$ cat src/rtl/bus_pkg.sv
// Shared types and default constants for the external-bus wait-state generator.
// Region and state encodings live here so the decoder and FSM agree on them.
package bus_pkg;

    typedef enum logic [1:0] {
        REGION_ROM,
        REGION_RAM,
        REGION_IO
    } region_t;

    typedef enum logic [1:0] {
        ST_IDLE,
        ST_COUNT,
        ST_EXT,
        ST_DONE
    } state_t;

    localparam logic [15:0] DEF_ROM_END    = 16'h7FFF;
    localparam logic [15:0] DEF_IO_BASE    = 16'hF000;
    localparam int          DEF_ROM_WAIT   = 1;
    localparam int          DEF_RAM_WAIT   = 0;
    localparam int          DEF_IO_WAIT    = 2;
    localparam int          DEF_IO_TIMEOUT = 16;

    function automatic logic [3:0] region_wait(region_t r, logic [3:0] rom_w,
                                               logic [3:0] ram_w, logic [3:0] io_w);
        case (r)
            REGION_ROM: return rom_w;
            REGION_IO:  return io_w;
            default:    return ram_w;
        endcase
    endfunction

endpackage

$ cat src/rtl/bus_addr_decode.sv
// Pure combinational address-to-region decoder; drives both chip-select
// generation and wait-count selection in the top level.
module bus_addr_decode
    import bus_pkg::*;
#(
    parameter logic [15:0] ROM_END = DEF_ROM_END,
    parameter logic [15:0] IO_BASE = DEF_IO_BASE
) (
    input  logic [15:0] a,
    output region_t     region
);

    always_comb begin
        if (a <= ROM_END) begin
            region = REGION_ROM;
        end else if (a >= IO_BASE) begin
            region = REGION_IO;
        end else begin
            region = REGION_RAM;
        end
    end

endmodule

$ cat src/rtl/bus_waitgen.sv
// Wait-state generator and chip-select decoder for the CPU external bus.
// Stretches each access by a per-region count, then optionally waits on n_io_rdy.
module bus_waitgen
    import bus_pkg::*;
#(
    parameter logic [15:0] ROM_END    = DEF_ROM_END,
    parameter logic [15:0] IO_BASE    = DEF_IO_BASE,
    parameter int          ROM_WAIT   = DEF_ROM_WAIT,
    parameter int          RAM_WAIT   = DEF_RAM_WAIT,
    parameter int          IO_WAIT    = DEF_IO_WAIT,
    parameter int          IO_TIMEOUT = DEF_IO_TIMEOUT
) (
    input  logic        clk_in,
    input  logic        n_rst,
    input  logic [15:0] a,
    input  logic        n_oe,
    input  logic        n_we,
    input  logic        n_io_rdy,
    input  logic        err_clr,
    output logic        n_rdy,
    output logic        n_cs_rom,
    output logic        n_cs_ram,
    output logic        n_cs_io,
    output logic        bus_err
);

    localparam logic [7:0] TMO_LAST = 8'(IO_TIMEOUT - 1);

    state_t      state_reg;
    logic [3:0]  cnt_reg;
    logic [7:0]  tmo_reg;
    logic        prev_active_reg;
    logic [15:0] prev_a_reg;
    logic        bus_err_reg;

    region_t     region;
    logic        active;
    logic        fresh;
    logic        is_io;
    logic [3:0]  w;
    logic        tmo_hit;

    bus_addr_decode #(
        .ROM_END (ROM_END),
        .IO_BASE (IO_BASE)
    ) u_decode (
        .a      (a),
        .region (region)
    );

    // A changed address under a held strobe counts as a new access.
    always_comb begin
        active  = ~n_oe | ~n_we;
        fresh   = active & (~prev_active_reg | (a != prev_a_reg));
        is_io   = (region == REGION_IO);
        w       = region_wait(region, 4'(ROM_WAIT), 4'(RAM_WAIT), 4'(IO_WAIT));
        tmo_hit = (state_reg == ST_EXT) & active & ~fresh & n_io_rdy & (tmo_reg == TMO_LAST);
    end

    always_comb begin
        n_rdy = 1'b0;
        if (n_rst) begin
            if (state_reg == ST_COUNT || state_reg == ST_EXT) begin
                n_rdy = 1'b1;
            end else begin
                n_rdy = fresh & (w != 4'd0);
            end
        end
        n_cs_rom = ~(active & (region == REGION_ROM));
        n_cs_ram = ~(active & (region == REGION_RAM));
        n_cs_io  = ~(active & (region == REGION_IO));
        bus_err  = bus_err_reg;
    end

    always_ff @(posedge clk_in or negedge n_rst) begin
        if (!n_rst) begin
            state_reg       <= ST_IDLE;
            cnt_reg         <= 4'd0;
            tmo_reg         <= 8'd0;
            prev_active_reg <= 1'b0;
            prev_a_reg      <= 16'd0;
            bus_err_reg     <= 1'b0;
        end else begin
            prev_active_reg <= active;
            prev_a_reg      <= a;

            if (tmo_hit) begin
                bus_err_reg <= 1'b1;
            end else if (err_clr) begin
                bus_err_reg <= 1'b0;
            end

            if (!active) begin
                state_reg <= ST_IDLE;
            end else if (fresh) begin
                if (w >= 4'd2) begin
                    cnt_reg   <= w - 4'd1;
                    state_reg <= ST_COUNT;
                end else if (is_io) begin
                    tmo_reg   <= 8'd0;
                    state_reg <= ST_EXT;
                end else begin
                    state_reg <= ST_DONE;
                end
            end else begin
                case (state_reg)
                    ST_COUNT: begin
                        cnt_reg <= cnt_reg - 4'd1;
                        if (cnt_reg == 4'd1) begin
                            if (is_io) begin
                                tmo_reg   <= 8'd0;
                                state_reg <= ST_EXT;
                            end else begin
                                state_reg <= ST_DONE;
                            end
                        end
                    end
                    ST_EXT: begin
                        // A ready peripheral takes precedence over a coincident timeout.
                        if (!n_io_rdy || tmo_hit) begin
                            state_reg <= ST_DONE;
                        end else begin
                            tmo_reg <= tmo_reg + 8'd1;
                        end
                    end
                    default: state_reg <= state_reg;
                endcase
            end
        end
    end

endmodule

$ cat config.mk
export PLATFORM = sky130hd
export DESIGN_NAME = bus_waitgen
export DESIGN_NICKNAME = d
export VERILOG_FILES = /design/src/rtl/bus_pkg.sv /design/src/rtl/bus_addr_decode.sv /design/src/rtl/bus_waitgen.sv
export SDC_FILE = /design/constraint.sdc
export NUM_CORES = 1
export LEC_CHECK = 0
export ABC_CLOCK_PERIOD_IN_PS = 2970
export CAP_MARGIN = 20
export CORE_UTILIZATION = 30
export CTS_CLUSTER_DIAMETER = 150
export DETAILED_ROUTE_END_ITERATION = 16
export GPL_TIMING_DRIVEN = 0
export MAX_ROUTING_LAYER = met4
export PLACE_DENSITY = 0.59
export SYNTH_ARGS = -nofsm -noshare
export SYNTH_HDL_FRONTEND = slang
export SYNTH_HIERARCHICAL = 1
export SYNTH_SLANG_ARGS = --single-unit
$ cat constraint.sdc
create_clock -name clk_in -period 2.97 [get_ports clk_in]
set_input_delay 0.7425 -clock clk_in [delete_from_list [all_inputs] [get_ports clk_in]]
set_output_delay 0.7425 -clock clk_in [all_outputs]
set_load 0.05 [all_outputs]
## Word-level counts from Yosys, hierarchy flattened

Cells that the tools add are included.

| storage, ports and cells | value |
|---|---|
| flip-flop bits (word level) | 32 |
| latch bits | 0 |
| RAM bits | 0 |
| ROM bits | 0 |
| bits of input ports | 22 |
| output and inout bits | 5 |
| logic and storage cells | 78 |
| memories | 0 |

| operators by class | value |
|---|---|
| add/subtract/negate cells | 3 |
| $mul | 0 |
| divide/modulo/power cells | 0 |
| order comparisons | 3 |
| equal/unequal tests | 14 |
| shift-type cells | 0 |
| muxes and demuxes | 23 |
| bitwise logic cells | 18 |
| reduce and logical (&&, ||, !) cells | 11 |

Operator list:

| operator | count |
|---|---|
| $mux W8 | 5 |
| $ge A16 B16 Y1 const B | 1 |
| $le A16 B15 Y1 const B | 1 |
| $ne A16 B16 Y1 | 1 |
| $pmux W8 S2 | 1 |
| $mux W2 | 7 |
| $mux W4 | 3 |
| $and A1 B1 Y1 | 9 |
| $add A8 B1 Y8 const B | 1 |
| $eq A8 B4 Y1 const B | 1 |
| $ne A4 B3 Y1 const B | 2 |
| $pmux W2 S2 | 2 |
| $sub A4 B1 Y4 const B | 2 |
| $not A1 Y1 | 7 |
| $reduce_and A3 Y1 | 2 |
| $mux W1 | 5 |
| $reduce_and A5 Y1 | 1 |
| $eq A2 B1 Y1 const B | 2 |
| $eq A2 B2 Y1 const B | 2 |
| $eq A4 B1 Y1 const B | 1 |
| $ge A4 B2 Y1 const B | 1 |
| $ne A4 B1 Y1 const B | 1 |
| $reduce_bool A2 Y1 | 2 |
| $reduce_bool A4 Y1 | 1 |
| other kinds (9) | 11 |

## Longest topological paths before layout

| depth | value |
|---|---|
| depth in word-level cells | 12 |
| depth in mapped cells | 9 |
| gate-level depth less buffers | 9 |

## Cells and area by module

Netlist, hierarchy kept.

Modules (own cells, without submodules):

| module | instances | cells each | area each (um2) | sequential area each (um2) |
|---|---|---|---|---|
| bus_waitgen | 1 | 161 | 1706.6 | 800.8 |
| bus_addr_decode | 1 | 4 | 18.8 | 0.0 |

## Least setup slack after synthesis

OpenSTA, ideal clock, no wires.

| timing | value |
|---|---|
| path type | input port to output port |
| start point | input port a[13] |
| end point | output port n_rdy |
| data arrival time | 2207 ps |
| required time | 2227 ps |
| setup slack | 21 ps |
| stages | 7 |
| buffers on the path | 0 |
| cell sequence | nand3_1 nor2_1 nor2b_1 inv_1 ha_1 o21ai_0 and2_1 |

| between the ends | value |
|---|---|
| longest elaborated chain between the ends | 9 |
| elaborated cells on any way between the ends | 14 |
| those cells by class | order compare: 2; eq/ne: 2; mux: 5; bitwise: 3; reduce/logical: 2 |

Ends and longest elaborated chain:

| what | RTL line | text |
|---|---|---|
| from (decl) | bus_waitgen.sv:15 | `input logic [15:0] a,` |
| $ge A16 B16 Y1 | bus_addr_decode.sv:16 | `end else if (a >= IO_BASE) begin` |
| $mux W2 | bus_addr_decode.sv:16 |  |
| $mux W2 * | bus_addr_decode.sv:14 | `if (a <= ROM_END) begin` |
| via region[1] | bus_waitgen.sv:36 | `region_t region;` |
| $eq A2 B2 Y1 / $logic_not A2 Y1 (equally long branches) | bus_pkg.sv:27 | `case (r)` |
| $pmux W2 S2 * | bus_pkg.sv:27 |  |
| $reduce_bool A4 Y1 * | bus_waitgen.sv:66 | `n_rdy = fresh & (w != 4'd0);` |
| $and A1 B1 Y1 * | bus_waitgen.sv:66 |  |
| $mux W1 * | bus_waitgen.sv:63 | `if (state_reg == ST_COUNT \|\| state_reg == ST_EXT) begin` |
| $mux W1 * | bus_waitgen.sv:62 | `if (n_rst) begin` |
| to (decl) | bus_waitgen.sv:20 | `output logic n_rdy,` |

Mark *: on every way through the listed nets, which the timed path passes. The rest lies on a longest branch.

## Worst setup path after layout

| timing | value |
|---|---|
| start point | input port n_oe |
| end point | output port n_cs_rom |

| between the ends | value |
|---|---|
| longest elaborated chain between the ends | 4 |

Ends and longest elaborated chain:

| what | RTL line | text |
|---|---|---|
| from (decl) | bus_waitgen.sv:16 | `input logic n_oe,` |
| $not A1 Y1 | bus_waitgen.sv:53 | `active = ~n_oe \| ~n_we;` |
| $or A1 B1 Y1 | bus_waitgen.sv:53 |  |
| $and A1 B1 Y1 | bus_waitgen.sv:69 | `n_cs_rom = ~(active & (region == REGION_ROM));` |
| $not A1 Y1 | bus_waitgen.sv:69 |  |
| to (decl) | bus_waitgen.sv:21 | `output logic n_cs_rom,` |

Every way passes these cells.

==> results.ini <==
[floorplanning]
row_count = 27
die_h_um = 77.8
core_area_um2 = 5540
die_area_um2 = 6060
initial_utilization = 0.311
ios = 27
die_w_um = 77.8

[critical_path]
rr_worst_depth = 8
cp_data_required_time_ns = 2.23
cp-start-kind = input pin
cp-end-kind = primary output
cp.arrival_ns = 2.16
worst-setup-path-type = in2out
crit_fanout = 8

[cells_and_area]
diodes = 0
layout-drive-gt1-share = 0.270
largest_reg_flops = 16
fin_nets = 231
synthToLayoutAreaGrowth_pct = 30.4

[pwr]
power.density_nw_per_um2 = 436
cellLeakagePower_uw = 0.000993
vdd_drop_max_mv = 0.244
fin_total_pwr_uw = 982

[timing]
report.final.setup_viol = 0
tightest_slew_ns = 0.728
fmax_mhz = 345
period_share = 0.977
report.final.slew_viol_count = 0
period_minus_slack_ns = 2.90
fin_skew_ns = 0.00785
fin_tns_setup_ns = 0
rsz0062_at_grt = false
slew_headroom = 0.515
final_hold_viol_count = 0

[cts]
clk_pin_slew_worst_paths_ns = 0.07
cts_tree = yes
htreeDepth = 2
cts-root-buf = clkbuf_8
insertion_delay_ns = 0.29
ctsLongestPathBuffers = 2
numClockSinks = 32
cts-buffers-inserted = 5

[flow_run]
max-cap-violations = 0

[routing]
viasPerCell = 5.00
vias = 1381
drc = 0
routed_wl_um = 3670
wl_per_cell_um = 13.3
ant_nets = 0
first_iter_violations = 54
dr.pass1.iters = 4

[global_route]
grt-ovfl-total = 0
antenna_found_initial = 0
grt_max_degree = 34
grt_usage = 0.138
grt_pass1_vias = 1322
grt_pass1_wl_um = 6190

[worst_hold_path]
hold_class = in2async

[logic_synthesis]
yosys-top-cells-count = dfrtp_1, nand2_1, xnor2_1
yosysWarnings = 6
synth_ff_type = dfrtp_1
netlist_instances = 165
synth_edf_count = 0
ys_async_sr_fraction = 1.00
ys_top_cells_by_area = dfrtp_1, xnor2_1, ha_1, nand2_1, nor2_1
syn_avg_cell_area_um2 = 10.5
synth_top_cell_by_area = dfrtp_1
synth_seq_cells = 32
yosysUniqueCellTypes = 44
synth.most_common_cell = dfrtp_1
synth_top_cell_area_share = 0.464
synth_sequential_area_ratio = 0.464
syn_nets = 193
synth_area_um2 = 1730

[placed_design]
place.gp.congestion = 0.796
dp_hpwl_um = 2490
numPortBuffers = 26

[outcome]
run_status = finished, final reports clean

-- routing by layer --
metal,global-route usage,part of all wire
met5,-,0
met4,0.0566,0.016
met3,0.0353,0.053
met2,0.207,0.45
met1,0.177,0.48
-- final cells by class --
| cell class | count | area, µm² |
|---|---|---|
| repair buffers | 33 | 273 |
| clock inverters | 1 | 7.51 |
| flip-flops and latches | 32 | 801 |
| clock buffers | 7 | 86.3 |
| multi-input cells | 120 | 950 |
| fillers | 578 | 3290 |
| plain buffers | 1 | 3.75 |
| well taps | 72 | 90.1 |
| inverters | 10 | 38.8 |
-- path summary, 6_finish.rpt --
kind	startpoint	end	slack, ns
min in group clk_in	bus_err	bus_err	0.54
max reg2reg	prev_a_reg[4]	tmo_reg[3]	0.42
max	n_oe	n_cs_rom	0.07
min	n_rst	tmo_reg[6]	0.50
min reg2reg	bus_err	bus_err	0.54
max in group asynchronous	n_rst	cnt_reg[0]	1.99
-- critical path, stage by stage --
cell	delay, ns
clkdlybuf4s50_1	0.39
and2_2	0.25
or3_1	0.34
dlygate4sd2_1	0.43
-- kinds of logic after synthesis --
family,count (synthesis),synth area share
flip-flops,32,0.464
AO/OA/AOI/OAI,31,0.125
buffers and inverters,13,0.0326
adder cells (fa/ha/maj),6,0.0435
XOR/XNOR,16,0.0812
AND/OR/NAND/NOR,63,0.228
multiplexers,4,0.0247
-- what timing repair did --
| item | CTS | global route |
|---|---|---|
| pin swaps | 13 | 13 |
| resized for setup | 45 | 21 |
| hold buffers | 0 | 0 |
| buffers inserted | 6 | 1 |
| endpoints found under the setup margin | 4 | 2 |
-- where the power goes --
part / total, µW / internal (µW) / switching, µW / leakage (µW)
Combinational: 153 / 67.7 / 85.8 / 0.000559
Sequential: 471 / 457 / 13.5 / 0.000389
Clock: 358 / 188 / 169 / 0.0000445
-- per-stage QoR --
step                      setup WS (ns)  area (µm²)   util  instances  hold slack, ns
after floorplan                  0.0205        1730      -        165           0.447
after global placement            -1.41        2080  0.375        263           0.517
after detailed placement          -1.39        2070  0.374        263           0.528
after CTS                       -0.0809        2240  0.404        276           0.538
after global routing            0.00161        2250  0.406        276           0.545
final                            0.0678        2250  0.406        276           0.505
-- cells in the final DEF (no fill, tap or decap), types with 3 or more instances in the layout --
| cell | netlist | routed |
|---|---|---|
| o21ai_0 | 8 | 7 |
| and4b_2 | 3 | 3 |
| a21oi_1 | 5 | 5 |
| clkdlybuf4s50_1 | 0 | 6 |
| xnor2_2 | 0 | 3 |
| dlygate4sd2_1 | 0 | 4 |
| nor3_1 | 4 | 4 |
| nor2_1 | 11 | 10 |
| buf_4 | 0 | 7 |
| and3_1 | 5 | 5 |
| clkbuf_8 | 0 | 6 |
| nand3_1 | 6 | 5 |
| nand2_1 | 12 | 12 |
| inv_1 | 9 | 9 |
| clkbuf_2 | 0 | 7 |
| ha_1 | 6 | 6 |
| xnor2_1 | 12 | 9 |
| nor4_1 | 3 | 3 |
| a221o_1 | 3 | 3 |
| dfrtp_1 | 32 | 32 |
| clkdlybuf4s15_2 | 0 | 3 |
No activity file was read; power rests on OpenSTA's default activity.
